## src/rtl/grid_renderer.sv

```systemverilog
// N x N board pixel renderer: divider-free cell tracking, frame snapshots,
// selection cursor and blinking win highlight, two-tick pipeline to the pins.
module grid_renderer #(
  parameter int          GRID_N       = 3,
  parameter int          CELL         = 144,
  parameter int          LINE_W       = 3,
  parameter int          ORIGIN_X     = 100,
  parameter int          ORIGIN_Y     = 20,
  parameter int          MARK_INSET   = 30,
  parameter int          BAR_HALF     = 8,
  parameter int          BLINK_FRAMES = 30,
  parameter logic [11:0] COLOR_BG     = 12'h000,
  parameter logic [11:0] COLOR_LINE   = 12'hFFF,
  parameter logic [11:0] COLOR_P1     = 12'hF00,
  parameter logic [11:0] COLOR_P2     = 12'hFFF,
  parameter logic [11:0] COLOR_CURSOR = 12'h0F0,
  parameter logic [11:0] COLOR_WIN    = 12'hFF0
) (
  input  logic                         clk,
  input  logic                         reset,
  input  logic                         tick,
  input  logic [9:0]                   x,
  input  logic [9:0]                   y,
  input  logic                         video_on,
  input  logic                         hsync_in,
  input  logic                         vsync_in,
  input  logic [2*GRID_N*GRID_N-1:0]   tiles,
  input  logic [5:0]                   cursor,
  input  logic                         cursor_en,
  input  logic [GRID_N*GRID_N-1:0]     win_mask,
  output logic                         hsync,
  output logic                         vsync,
  output logic [11:0]                  rgb
);

  localparam int NC = GRID_N * GRID_N;
  localparam int FW = (BLINK_FRAMES > 1) ? $clog2(BLINK_FRAMES) : 1;
  localparam logic [FW-1:0] FM1 = FW'(BLINK_FRAMES - 1);
  localparam logic [2:0] NM1 = 3'(GRID_N - 1);
  localparam logic [9:0] OX  = 10'(ORIGIN_X);
  localparam logic [9:0] OY  = 10'(ORIGIN_Y);
  localparam logic [9:0] PM1 = 10'(CELL + LINE_W - 1);
  localparam logic [9:0] CM1 = 10'(CELL - 1);
  localparam logic [9:0] CE  = 10'(CELL);
  localparam logic [9:0] LW  = 10'(LINE_W);
  localparam logic [9:0] CEL = 10'(CELL - LINE_W);
  localparam logic [9:0] MI  = 10'(MARK_INSET);
  localparam logic [9:0] MO  = 10'(CELL - MARK_INSET);
  localparam logic [9:0] BL  = 10'(CELL / 2 - BAR_HALF);
  localparam logic [9:0] BH  = 10'(CELL / 2 + BAR_HALF);

  logic [2:0]      r_col, r_row, w_col, w_row;
  logic [9:0]      r_offx, r_offy, w_offx, w_offy;
  logic            r_inx, r_iny, w_inx, w_iny;
  logic [2*NC-1:0] r_tiles, w_tiles;
  logic [NC-1:0]   r_win, w_win;
  logic [5:0]      r_cursor, w_cursor;
  logic            r_cen, w_cen;
  logic [FW-1:0]   r_cnt, w_cnt;
  logic            r_ph, w_ph;
  logic            w_fs;

  logic r_s1_vo, r_s1_hs, r_s1_vs;
  logic r_s1_line, r_s1_cur, r_s1_mark, r_s1_p2, r_s1_hl;
  logic w_in, w_line, w_edge, w_cur, w_mark;
  logic w_sqx, w_sqy, w_bx, w_by, w_sq, w_plus;
  logic [5:0]  w_cell;
  logic [1:0]  w_code;
  logic        w_wbit;
  logic [11:0] w_rgb;

  assign w_fs = tick & (x == '0) & (y == '0);

  // Snapshot takes effect on the frame-start pixel itself.
  assign w_tiles  = w_fs ? tiles     : r_tiles;
  assign w_win    = w_fs ? win_mask  : r_win;
  assign w_cursor = w_fs ? cursor    : r_cursor;
  assign w_cen    = w_fs ? cursor_en : r_cen;

  always_comb begin
    w_col  = r_col;
    w_offx = r_offx;
    w_inx  = r_inx;
    if (x == OX) begin
      w_col  = '0;
      w_offx = '0;
      w_inx  = 1'b1;
    end else if (r_inx) begin
      if (r_col == NM1 && r_offx == CM1) begin
        w_inx = 1'b0;
      end else if (r_offx == PM1) begin
        w_offx = '0;
        w_col  = r_col + 3'd1;
      end else begin
        w_offx = r_offx + 10'd1;
      end
    end
  end

  always_comb begin
    w_row  = r_row;
    w_offy = r_offy;
    w_iny  = r_iny;
    if (x == '0) begin
      if (y == OY) begin
        w_row  = '0;
        w_offy = '0;
        w_iny  = 1'b1;
      end else if (r_iny) begin
        if (r_row == NM1 && r_offy == CM1) begin
          w_iny = 1'b0;
        end else if (r_offy == PM1) begin
          w_offy = '0;
          w_row  = r_row + 3'd1;
        end else begin
          w_offy = r_offy + 10'd1;
        end
      end
    end
  end

  // Blink only advances across frames whose old and new masks are both set.
  always_comb begin
    w_cnt = r_cnt;
    w_ph  = r_ph;
    if (w_fs) begin
      if (win_mask == '0) begin
        w_cnt = '0;
        w_ph  = 1'b0;
      end else if (r_win != '0) begin
        if (r_cnt == FM1) begin
          w_cnt = '0;
          w_ph  = ~r_ph;
        end else begin
          w_cnt = r_cnt + 1'b1;
        end
      end
    end
  end

  assign w_in   = w_inx & w_iny;
  assign w_cell = {3'b0, w_row} * 6'(GRID_N) + {3'b0, w_col};
  assign w_line = w_in & ((w_offx >= CE) | (w_offy >= CE));
  assign w_edge = (w_offx < LW) | (w_offx >= CEL) |
                  (w_offy < LW) | (w_offy >= CEL);
  assign w_cur  = w_in & w_cen & w_edge & (w_cursor == w_cell) &
                  ({1'b0, w_cursor} < 7'(NC));
  assign w_sqx  = (w_offx >= MI) & (w_offx < MO);
  assign w_sqy  = (w_offy >= MI) & (w_offy < MO);
  assign w_bx   = (w_offx >= BL) & (w_offx < BH);
  assign w_by   = (w_offy >= BL) & (w_offy < BH);
  assign w_sq   = w_sqx & w_sqy;
  assign w_plus = (w_bx & w_sqy) | (w_by & w_sqx);

  always_comb begin
    w_code = '0;
    w_wbit = 1'b0;
    for (int i = 0; i < NC; i++) begin
      if (w_cell == 6'(i)) begin
        w_code = w_tiles[2*i +: 2];
        w_wbit = w_win[i];
      end
    end
  end

  assign w_mark = w_in & (((w_code == 2'b01) & w_sq) |
                          ((w_code == 2'b10) & w_plus));

  always_comb begin
    w_rgb = COLOR_BG;
    if (!r_s1_vo)       w_rgb = '0;
    else if (r_s1_line) w_rgb = COLOR_LINE;
    else if (r_s1_cur)  w_rgb = COLOR_CURSOR;
    else if (r_s1_mark) w_rgb = r_s1_hl ? COLOR_WIN :
                                (r_s1_p2 ? COLOR_P2 : COLOR_P1);
  end

  always_ff @(posedge clk or negedge reset) begin
    if (!reset) begin
      r_col     <= '0;
      r_row     <= '0;
      r_offx    <= '0;
      r_offy    <= '0;
      r_inx     <= 1'b0;
      r_iny     <= 1'b0;
      r_tiles   <= '0;
      r_win     <= '0;
      r_cursor  <= '0;
      r_cen     <= 1'b0;
      r_cnt     <= '0;
      r_ph      <= 1'b0;
      r_s1_vo   <= 1'b0;
      r_s1_hs   <= 1'b0;
      r_s1_vs   <= 1'b0;
      r_s1_line <= 1'b0;
      r_s1_cur  <= 1'b0;
      r_s1_mark <= 1'b0;
      r_s1_p2   <= 1'b0;
      r_s1_hl   <= 1'b0;
      rgb       <= '0;
      hsync     <= 1'b0;
      vsync     <= 1'b0;
    end else if (tick) begin
      r_col     <= w_col;
      r_row     <= w_row;
      r_offx    <= w_offx;
      r_offy    <= w_offy;
      r_inx     <= w_inx;
      r_iny     <= w_iny;
      r_tiles   <= w_tiles;
      r_win     <= w_win;
      r_cursor  <= w_cursor;
      r_cen     <= w_cen;
      r_cnt     <= w_cnt;
      r_ph      <= w_ph;
      r_s1_vo   <= video_on;
      r_s1_hs   <= hsync_in;
      r_s1_vs   <= vsync_in;
      r_s1_line <= w_line;
      r_s1_cur  <= w_cur;
      r_s1_mark <= w_mark;
      r_s1_p2   <= (w_code == 2'b10);
      r_s1_hl   <= w_wbit & w_ph;
      rgb       <= w_rgb;
      hsync     <= r_s1_hs;
      vsync     <= r_s1_vs;
    end
  end

endmodule
```

## config.mk

```make
export PLATFORM = sky130hd
export DESIGN_NAME = grid_renderer
export DESIGN_NICKNAME = d
export VERILOG_FILES = /design/src/rtl/grid_renderer.sv
export SDC_FILE = /design/constraint.sdc
export NUM_CORES = 1
export LEC_CHECK = 0
export ABC_CLOCK_PERIOD_IN_PS = 4700
export CORE_MARGIN = 1
export CORE_UTILIZATION = 50
export CTS_CLUSTER_DIAMETER = 60
export DETAILED_ROUTE_END_ITERATION = 10
export PLACE_DENSITY = 0.8
export SLEW_MARGIN = 25
export SYNTH_ARGS = -nofsm -noshare
export SYNTH_HDL_FRONTEND = slang
export SYNTH_SLANG_ARGS = --single-unit
```

## constraint.sdc

```tcl
create_clock -name clk -period 4.7 [get_ports clk]
set_input_delay 0.705 -clock clk [delete_from_list [all_inputs] [get_ports clk]]
set_output_delay 0.705 -clock clk [all_outputs]
set_load 0.01 [all_outputs]
```

==> flow_summary_export.csv, run 1 <==
group,metric,value,unit
outcome,status,"complete, but fails checks",
outcome,failed_checks,"setup timing",
sta,rsz0062_at_grt,"true",
drt,drc,0,
synth,synth_commonest_cells,"nand2_1, dfrtp_1, o21ai_0",
synth,ys_ff_latch,81,
clocking,htree_levels,3,
synth,yosysSeqAreaShare,0.375,
synth,synth_area_per_cell,8.81,µm²
floorplanning,start_util,0.519,
final_layout,nets,808,
floorplanning,pin_count,74,
sta,fin_skew,0.0143,ns
sta,final.setup.tns,-0.00663,ns
sta,setup_viol,1,
clocking,clkLatencyLatePin,0.37,ns
worst_setup_path,r2r_slack,-0.007,ns
floorplanning,core,0.0104,mm²
worst_setup_path,end_kind,"flip-flop",
clocking,cts_buffer_depth,2,
sta,finalCritPeriodShare,1.00,
worst_setup_path,cp_max_fo,6,
sta,tightest_slew,0.761,ns
global_routing,grt_pass1_wl,24800,µm
place,io_buffers,73,
power,ir_drop,0.000226,V
final_layout,drive_gt1_frac,0.212,
worst_setup_path,cp-start-kind,"flip-flop",
power,p_total,2.39,mW
worst_setup_path,critPathTopFamily,"simple AND/OR/NAND/NOR gates",
global_routing,grt_pass1_vias,5184,
synth,synth_area,0.00541,mm²
floorplanning,die_area,0.0112,mm²
place,globalplace.congestion,0.910,
floorplanning,std_cell_rows,37,
final_layout,syn2layout_area_growth,30.0,%
place,dpl.hpwl,11200,µm
drt,routed_via_density,6.09,
sta,fmax,212,MHz
synth,ys_top_cells_by_area,"dfrtp_1, nand2_1, mux2_2, ha_1, o21ai_0",
drt,routedWlPerCell,17.9,µm
sta,drv_slew,0,
place,dpl.cell_count,848,
synth,synth-edff-count,0,
global_routing,overflow,0,
power,p_leak,3.21,nW
worst_setup_path,cp_data_arrival_time,4.97,ns
clocking,cts_root_buf,"clkbuf_8",
synth,netlist_instances,614,
drt,ant_nets,0,
worst_setup_path,critPathKind,"reg2reg",
final_layout,nFillCells,843,
run,cap_viol_max_count,0,
worst_setup_path,crit_slowest_cell,"fa_2",
synth,synthFlopType,"dfrtp_1",
drt,drt_iter0_markers,364,
worst_setup_path,path_cells,"nor4b_2 > buf_4 > and3_4 > nand4_1 > nand2_1 > o21ai_1 > nand2_2 > mux2_2 > ha_1 > ha_2 > fa_2 > nor4bb_4 > a21oi_4 > nor3_4 > a21bo_2 > nand4_1 > a21oi_2 > o21ai_1 > o31ai_1 > a21o_1",
floorplanning,die_w,106,µm
synth,ys_types,76,
synth,yosysMostFrequentCell,"nand2_1",
worst_setup_path,cp_num_buf_inv,1,
sta,fin_ws,-0.00663,ns
worst_setup_path,slowest_delay,0.54,ns
clocking,path_clk_slew,0.09,ns
final_layout,diodes,0,
hold_path,worstHoldPathType,"in2async",
drt,drt-total-wl,15600,µm
sta,relSlewSlack,0.493,
final_layout,fin_cells,871,
sta,hold_viol,0,
global_routing,grtUsageTotal,0.277,
clocking,clock-sinks,81,
drt,num_vias,5306,
clocking,cts_made_buffers,9,
synth,yosysWarnings,0,
final_layout,final_util,0.675,
power,power_density,340,mW/mm²
clocking,cts_tree,"done",
worst_setup_path,required,4.97,ns
synth,synthArstFlopShare,1.00,
synth,synth_nets,691,
global_routing,grt_max_degree,82,
global_routing,antenna_found_initial,0,
synth,synth_area_leader_cell,"dfrtp_1",
sta,min_period,4.71,ns
floorplanning,die_h,106,µm
sta,holdWs,0.365,ns
synth,synth_top_area_share,0.375,
drt,first_pass_iters,5,
-- sequential cells by signal, summed over array words and instances, names as in the netlist, 3 cells and up --
| signal | flops |
|---|---|
| r_tiles | 18 |
| r_offx | 10 |
| r_offy | 10 |
| r_win | 9 |
| r_cursor | 6 |
| r_cnt | 5 |
| r_col | 3 |
| r_row | 3 |
| rgb | 3 |
-- repair_timing --
| action | in CTS | in global routing |
|---|---|---|
| pin swaps | 3 | 27 |
| cloned | 0 | 0 |
| buffers inserted | 1 | 7 |
| setup endpoints to repair | 2 | 2 |
| hold buffers | 0 | 0 |
| gates resized for setup | 9 | 42 |
-- cells in the final DEF (no fill, tap or decap), types with 8 or more instances in the layout --
cell type        instances
nand2_1                 83
dfrtp_1                 79
buf_4                   70
clkdlybuf4s50_1         62
o21ai_0                 34
inv_1                   31
nor2_1                  31
nand3_1                 25
a21oi_1                 23
mux2_2                  19
nand4_1                 17
ha_1                    14
mux2i_1                 11
nor3_1                  10
a31oi_1                 10
o31ai_1                 10
dlymetal6s2s_1          10
nor4_1                   9
clkbuf_8                 9
xnor2_1                  8
-- per-stage QoR --
| stage | cell area [µm²] | setup WS [ns] |
|---|---|---|
| global placement | 6580 | -0.365 |
| detailed placement | 6590 | -0.540 |
| CTS | 6800 | 0.0117 |
| floorplan | 5410 | 0.00526 |
| global route | 7030 | -0.199 |
| finish | 7030 | -0.00663 |
-- power by group --
part	switching [mW]	total [mW]	internal [mW]
Combinational	0.596	1.14	0.549
Sequential	0.0387	0.776	0.737
Clock	0.278	0.473	0.194
Total	0.913	2.39	1.48
-- cell type report --
class                      count  area, µm²  share of cell area
clock buffer                  10        128              0.0182
inverter                      32        120              0.0171
timing repair buffer         143       1280               0.182
clock inverter                 5       40.0             0.00569
tap                          136        170              0.0242
sequential                    81       2030               0.289
multi-input combinational    464       3260               0.464
-- cell families (layout without fill, tap and decap cells) --
kind of cell | count (synthesis) | after routing | share of synthesized area
simple gates | 242 | 242 | 0.235
fa+ha+maj | 17 | 17 | 0.0421
xor+xnor | 13 | 13 | 0.0211
flops | 81 | 81 | 0.375
compound gates | 159 | 159 | 0.203
mux | 33 | 33 | 0.0662
buf+inv | 69 | 190 | 0.0571
-- layer usage --
metal,part of all wire,global-route usage,vias up
li1,-,-,2501
met1,0.43,0.368,2580
met2,0.49,0.454,198
met3,0.069,0.0564,27
met4,0.015,0.0873,0
met5,0,0,-
-- worst register-to-register path, stage by stage (launching register included) --
cell and delay [ns]:
dfrtp_2 0.46, nor4b_2 0.34, buf_4 0.19, and3_4 0.18, nand4_1 0.20, nand2_1 0.14, o21ai_1 0.10, nand2_2 0.08
mux2_2 0.33, ha_1 0.27, ha_2 0.19, fa_2 0.54, nor4bb_4 0.37, a21oi_4 0.15, nor3_4 0.22, a21bo_2 0.24
nand4_1 0.15, a21oi_2 0.09, o21ai_1 0.11, o31ai_1 0.10, a21o_1 0.16
-- path summary, 6_finish.rpt --
path	from	endpoint	depth (start not counted)
min	reset	r_cnt[0]$_DFFE_PN0P_	1
min reg2reg	r_cursor[5]$_DFFE_PN0P_	r_cursor[5]$_DFFE_PN0P_	2
max reg2reg	r_offy[6]$_DFFE_PN0P_	r_s1_mark$_DFFE_PN0P_	20
max in group asynchronous	reset	r_offy[6]$_DFFE_PN0P_	1
max	r_offy[6]$_DFFE_PN0P_	r_s1_mark$_DFFE_PN0P_	20
min in group clk	r_cursor[5]$_DFFE_PN0P_	r_cursor[5]$_DFFE_PN0P_	2
(Power assumes the default switching activity.)
==> inputs of run 2 (changes only) <==
CTS_BUF_LIST = sky130_fd_sc_hd__clkbuf_8 sky130_fd_sc_hd__clkbuf_16   (was unset)
CTS_CLUSTER_SIZE = 40   (was unset)
==> run 2 against run 1 <==
Net effect:
- the run still ends with setup timing left
- fmax about the same
- die area unchanged
- via count increased by 0.21%
- critical path type unchanged
- combinational power about the same
- count of clock-buffer cells in the layout decreased by 1
- sequential power about the same
- critical endpoint unchanged
==> flow_summary_export.csv, run 2 (synthesis results as in run 1) <==
group,metric,value,unit
floorplanning,core,0.0104,mm²
final_layout,final_cell_mix,"nand2_1, dfrtp_1, buf_4, clkdlybuf4s50_1, o21ai_0",
sta,fmax,212,MHz
final_layout,nFillCells,843,
sta,fin_ws,-0.00685,ns
place,place_area,0.00659,mm²
hold_path,worstHoldPathType,"in2async",
sta,rsz0062_at_grt,"true",
place,io_buffers,73,
final_layout,diodes,0,
place,dpl.hpwl,11200,µm
clocking,cts_tree,"done",
drt,routed_via_density,6.10,
worst_setup_path,required,5.01,ns
clocking,cts_made_buffers,9,
drt,routedWlPerCell,17.9,µm
drt,ant_nets,0,
sta,fin_skew,0.0143,ns
sta,min_period,4.71,ns
power,power_density,340,mW/mm²
sta,drv_slew,0,
floorplanning,start_util,0.519,
sta,tightest_slew,0.763,ns
global_routing,overflow,0,
global_routing,grtUsageTotal,0.277,
final_layout,fin_area,0.00703,mm²
clocking,clkLatencyLatePin,0.37,ns
outcome,failed_checks,"setup timing",
final_layout,final_common_cell,"nand2_1",
final_layout,syn2layout_area_growth,30.0,%
global_routing,grt_pass1_vias,5184,
final_layout,final_util,0.675,
clocking,cts_buffer_depth,2,
power,ir_drop,0.000226,V
worst_setup_path,cp_data_arrival_time,5.02,ns
global_routing,grt_max_degree,82,
place,dpl_worst_slack,-0.540,ns
drt,drt_iter0_markers,364,
sta,setup_viol,1,
floorplanning,die_h,106,µm
final_layout,top_register,"r_tiles",
final_layout,drive_gt1_frac,0.212,
drt,drt-total-wl,15600,µm
global_routing,antenna_found_initial,0,
final_layout,nets,808,
worst_setup_path,cp_max_fo,6,
clocking,path_clk_slew,0.09,ns
clocking,cts_root_buf,"clkbuf_8",
drt,num_vias,5317,
sta,hold_viol,0,
place,globalplace.congestion,0.910,
floorplanning,die_area,0.0112,mm²
global_routing,grt_pass1_wl,24800,µm
sta,finalCritPeriodShare,1.00,
floorplanning,pin_count,74,
floorplanning,std_cell_rows,37,
worst_setup_path,cp-start-kind,"flip-flop",
clocking,htree_levels,3,
run,cap_viol_max_count,0,
worst_setup_path,end_kind,"flip-flop",
power,p_leak,3.21,nW
sta,holdWs,0.367,ns
worst_setup_path,critPathKind,"reg2reg",
final_layout,reg_top3,"r_tiles x18, r_offx x10, r_offy x10",
sta,relSlewSlack,0.491,
final_layout,largest_reg_flops,18,
drt,drc,0,
clocking,clock-sinks,81,
drt,first_pass_iters,5,
outcome,status,"complete, but fails checks",
floorplanning,die_w,106,µm
run 2: cell count changes in the layout (fill, tap and decap cells not counted):
cell | previous run | this run
inv_1 | 31 | 32
clkbuf_1 | 1 | 0
run 2: through the flow:
step                std cells  total power [mW]  setup TNS (ns)
floorplan                 614              1.33               0
global placement          848              1.72          -0.958
detailed placement        848              1.74           -1.41
CTS                       864              2.25               0
global route              871              2.52          -0.321
finish                    871              2.39        -0.00685
run 2: worst paths after layout:
kind / from / endpoint / slack (ns) / cells after the start
max in group asynchronous: reset / r_offy[6]$_DFFE_PN0P_ / 3.74 / 1
worst min register to register: r_cursor[5]$_DFFE_PN0P_ / r_cursor[5]$_DFFE_PN0P_ / 0.47 / 2
min in group clk: r_cursor[5]$_DFFE_PN0P_ / r_cursor[5]$_DFFE_PN0P_ / 0.47 / 2
worst max register to register: r_offy[6]$_DFFE_PN0P_ / r_s1_mark$_DFFE_PN0P_ / -0.007 / 20
worst min-delay path: reset / r_cnt[0]$_DFFE_PN0P_ / 0.37 / 1
worst max-delay path: r_offy[6]$_DFFE_PN0P_ / r_s1_mark$_DFFE_PN0P_ / -0.007 / 20
run 2: worst max-delay path, stage by stage, from the launching register on:
cell and delay, ns:
dfrtp_2 0.46, nor4b_2 0.34, buf_4 0.19, and3_4 0.18
nand4_1 0.20, nand2_1 0.14, o21ai_1 0.10, nand2_2 0.08
mux2_2 0.33, ha_1 0.27, ha_2 0.19, fa_2 0.54
nor4bb_4 0.37, a21oi_4 0.15, nor3_4 0.22, buf_4 0.13
a22oi_1 0.07, a21oi_2 0.21, o21ai_1 0.11, o31ai_1 0.26
a21o_1 0.11
run 2: routing by layer:
metal,up-vias,global-route usage,routed length [µm]
li1,2505,-,-
met1,2579,0.368,6690
met2,204,0.454,7580
met3,29,0.0564,1070
met4,0,0.0873,237
met5,-,0,0
run 2: where the power goes:
group	switching (mW)	internal [mW]
Clock	0.278	0.192
Sequential	0.0387	0.737
Combinational	0.597	0.549
Total	0.914	1.48
run 2: repair_timing:
| action | in CTS | in global routing |
|---|---|---|
| setup buffers | 1 | 7 |
| endpoints found under the hold margin | 0 | 0 |
| gates resized for setup | 9 | 42 |
| endpoints found under the setup margin | 2 | 2 |
| pin swaps | 3 | 27 |
| hold buffers | 0 | 0 |
run 2: area by class of cell:
type / count / area, µm² / area share
tap: 136 / 170 / 0.0242
sequential: 81 / 2030 / 0.289
inverter: 32 / 120 / 0.0171
clock buffer: 9 / 124 / 0.0176
multi-input combinational: 464 / 3260 / 0.464
clock inverter: 6 / 43.8 / 0.00623
timing repair buffer: 143 / 1280 / 0.182
==> inputs of run 3 (changes only) <==
RECOVER_POWER = 25   (was unset)
==> run 3 against run 2 <==
Net effect:
- the run ends with capacitance limit, slew limit, setup timing left
- clock skew unchanged
- cell count unchanged
- routed wire length up 0.14%
- non-clock buffer count unchanged
- power about the same
- setup slack about the same
- first-iteration DRC count unchanged
- sequential power about the same
- combinational power about the same
- largest cell class unchanged
==> flow_summary_export.csv, run 3 (synthesis results as in run 1) <==
group,metric,value,unit
sta,setup_viol,1,
outcome,failed_checks,"capacitance limit, slew limit, setup timing",
clocking,path_clk_slew,0.09,ns
floorplanning,pin_count,74,
sta,fmax,212,MHz
clocking,cts_made_buffers,9,
final_layout,drive_gt1_frac,0.212,
sta,finalCritPeriodShare,1.00,
worst_setup_path,required,5.01,ns
hold_path,worstHoldPathType,"reg2reg",
final_layout,top_register,"r_tiles",
floorplanning,start_util,0.519,
clocking,cts_root_buf,"clkbuf_8",
sta,relSlewSlack,-0.382,
worst_setup_path,end_kind,"flip-flop",
power,power_density,340,mW/mm²
worst_setup_path,crit_slowest_cell,"fa_2",
final_layout,final_common_cell,"nand2_1",
place,globalplace.congestion,0.910,
sta,hold_viol,0,
drt,ant_nets,0,
worst_setup_path,slowest_delay,0.54,ns
sta,min_period,4.71,ns
place,io_buffers,73,
drt,first_pass_iters,5,
power,p_total,2.39,mW
worst_setup_path,critPathKind,"reg2reg",
final_layout,final_cell_mix,"nand2_1, dfrtp_1, buf_4, clkdlybuf4s50_1, o21ai_0",
floorplanning,die_area,0.0112,mm²
clocking,clkLatencyLatePin,0.37,ns
worst_setup_path,critPathTopFamily,"simple AND/OR/NAND/NOR gates",
clocking,clock-sinks,81,
drt,drc,0,
drt,routedWlPerCell,17.9,µm
place,place_area,0.00659,mm²
worst_setup_path,path_cells,"nor4b_2 > buf_4 > and3_4 > nand4_1 > nand2_1 > o21ai_1 > nand2_2 > mux2_2 > ha_1 > ha_2 > fa_2 > nor4bb_4 > a21oi_4 > nor3_4 > buf_4 > a22oi_1 > a21oi_2 > o21ai_1 > o31ai_1 > a21o_1",
sta,fin_ws,-0.00686,ns
worst_setup_path,cp_data_arrival_time,5.02,ns
drt,routed_via_density,6.10,
floorplanning,die_w,106,µm
floorplanning,core,0.0104,mm²
final_layout,largest_reg_flops,18,
final_layout,reg_top3,"r_tiles x18, r_offx x10, r_offy x10",
global_routing,overflow,0,
run,cap_viol_max_count,1,
clocking,cts_buffer_depth,2,
global_routing,grt_pass1_vias,5184,
outcome,status,"complete, but fails checks",
floorplanning,std_cell_rows,37,
clocking,htree_levels,3,
drt,drt_iter0_markers,364,
global_routing,grt_max_degree,82,
global_routing,grtUsageTotal,0.277,
clocking,cts_hold_buffers,0,
worst_setup_path,cp-start-kind,"flip-flop",
sta,fin_skew,0.0143,ns
global_routing,grt_pass1_wl,24800,µm
place,dpl.hpwl,11200,µm
final_layout,fin_area,0.00702,mm²
drt,num_vias,5316,
sta,drv_slew,82,
sta,rsz0062_at_grt,"true",
clocking,cts_tree,"done",
final_layout,syn2layout_area_growth,29.9,%
final_layout,diodes,0,
sta,tightest_slew,2.07,ns
worst_setup_path,cp_max_fo,6,
power,ir_drop,0.000226,V
global_routing,antenna_found_initial,0,
floorplanning,die_h,106,µm
final_layout,nets,808,
power,p_leak,3.21,nW
worst_setup_path,cp_num_buf_inv,2,
drt,drt-total-wl,15600,µm
==> run 3: final cells by class <==
cell class	instances	area, µm²
clock inverter	6	43.8
inverter	32	120
fill	842	3390
sequential	81	2030
tap	136	170
clock buffer	9	124
multi-input combinational	464	3260
timing repair buffer	143	1280
==> run 3: what timing repair did <==
action | 4_1_cts | 5_1_grt
buffers inserted | 1 | 7
cloned | 0 | 0
pin swaps | 3 | 27
endpoints found under the setup margin | 2 | 2
resized for setup | 9 | 42
==> run 3: power breakdown <==
part           total (mW)  internal [mW]  switching (mW)
clock network       0.470          0.192           0.278
logic                1.15          0.548           0.597
registers           0.776          0.738          0.0387
==> run 3: metal layers <==
layer	share of wire	track usage	up-vias	wire length (µm)
met4	0.015	0.0873	0	237
met3	0.068	0.0564	29	1070
met1	0.43	0.368	2574	6710
met2	0.49	0.454	208	7580
li1	-	-	2505	-
met5	0	0	-	0
==> run 3: worst register-to-register path: stages, from the launching register on <==
cell	delay, ns
dfrtp_2	0.46
nor4b_2	0.34
buf_4	0.19
and3_4	0.18
nand4_1	0.20
nand2_1	0.14
o21ai_1	0.10
nand2_2	0.08
mux2_2	0.33
ha_1	0.27
ha_2	0.19
fa_2	0.54
nor4bb_4	0.37
a21oi_4	0.15
nor3_4	0.22
buf_4	0.13
a22oi_1	0.07
a21oi_2	0.21
o21ai_1	0.11
o31ai_1	0.26
a21o_1	0.11
==> run 3: stage by stage <==
step	std cells	hold WS [ns]	setup TNS [ns]	utilization	worst slack, ns
2_1_floorplan	614	0.409	0	-	0.00526
3_3_place_gp	848	0.445	-0.958	0.632	-0.365
3_5_place_dp	848	0.452	-1.41	0.633	-0.540
4_1_cts	864	0.472	0	0.653	0.0117
5_1_grt	871	0.504	-0.321	0.674	-0.199
6_report	871	0.473	-0.00686	0.674	-0.00686
==> run 3: worst paths after layout <==
check                                         from  cells after the start  slack (ns)                 endpoint
min in group asynchronous                    reset                      1        0.91     r_cnt[0]$_DFFE_PN0P_
min reg2reg                r_cursor[5]$_DFFE_PN0P_                      2        0.47  r_cursor[5]$_DFFE_PN0P_
max reg2reg                  r_offy[6]$_DFFE_PN0P_                     20      -0.007    r_s1_mark$_DFFE_PN0P_
min                        r_cursor[5]$_DFFE_PN0P_                      2        0.47  r_cursor[5]$_DFFE_PN0P_
max in group asynchronous                    reset                      1        2.40    r_offy[6]$_DFFE_PN0P_
max                          r_offy[6]$_DFFE_PN0P_                     20      -0.007    r_s1_mark$_DFFE_PN0P_
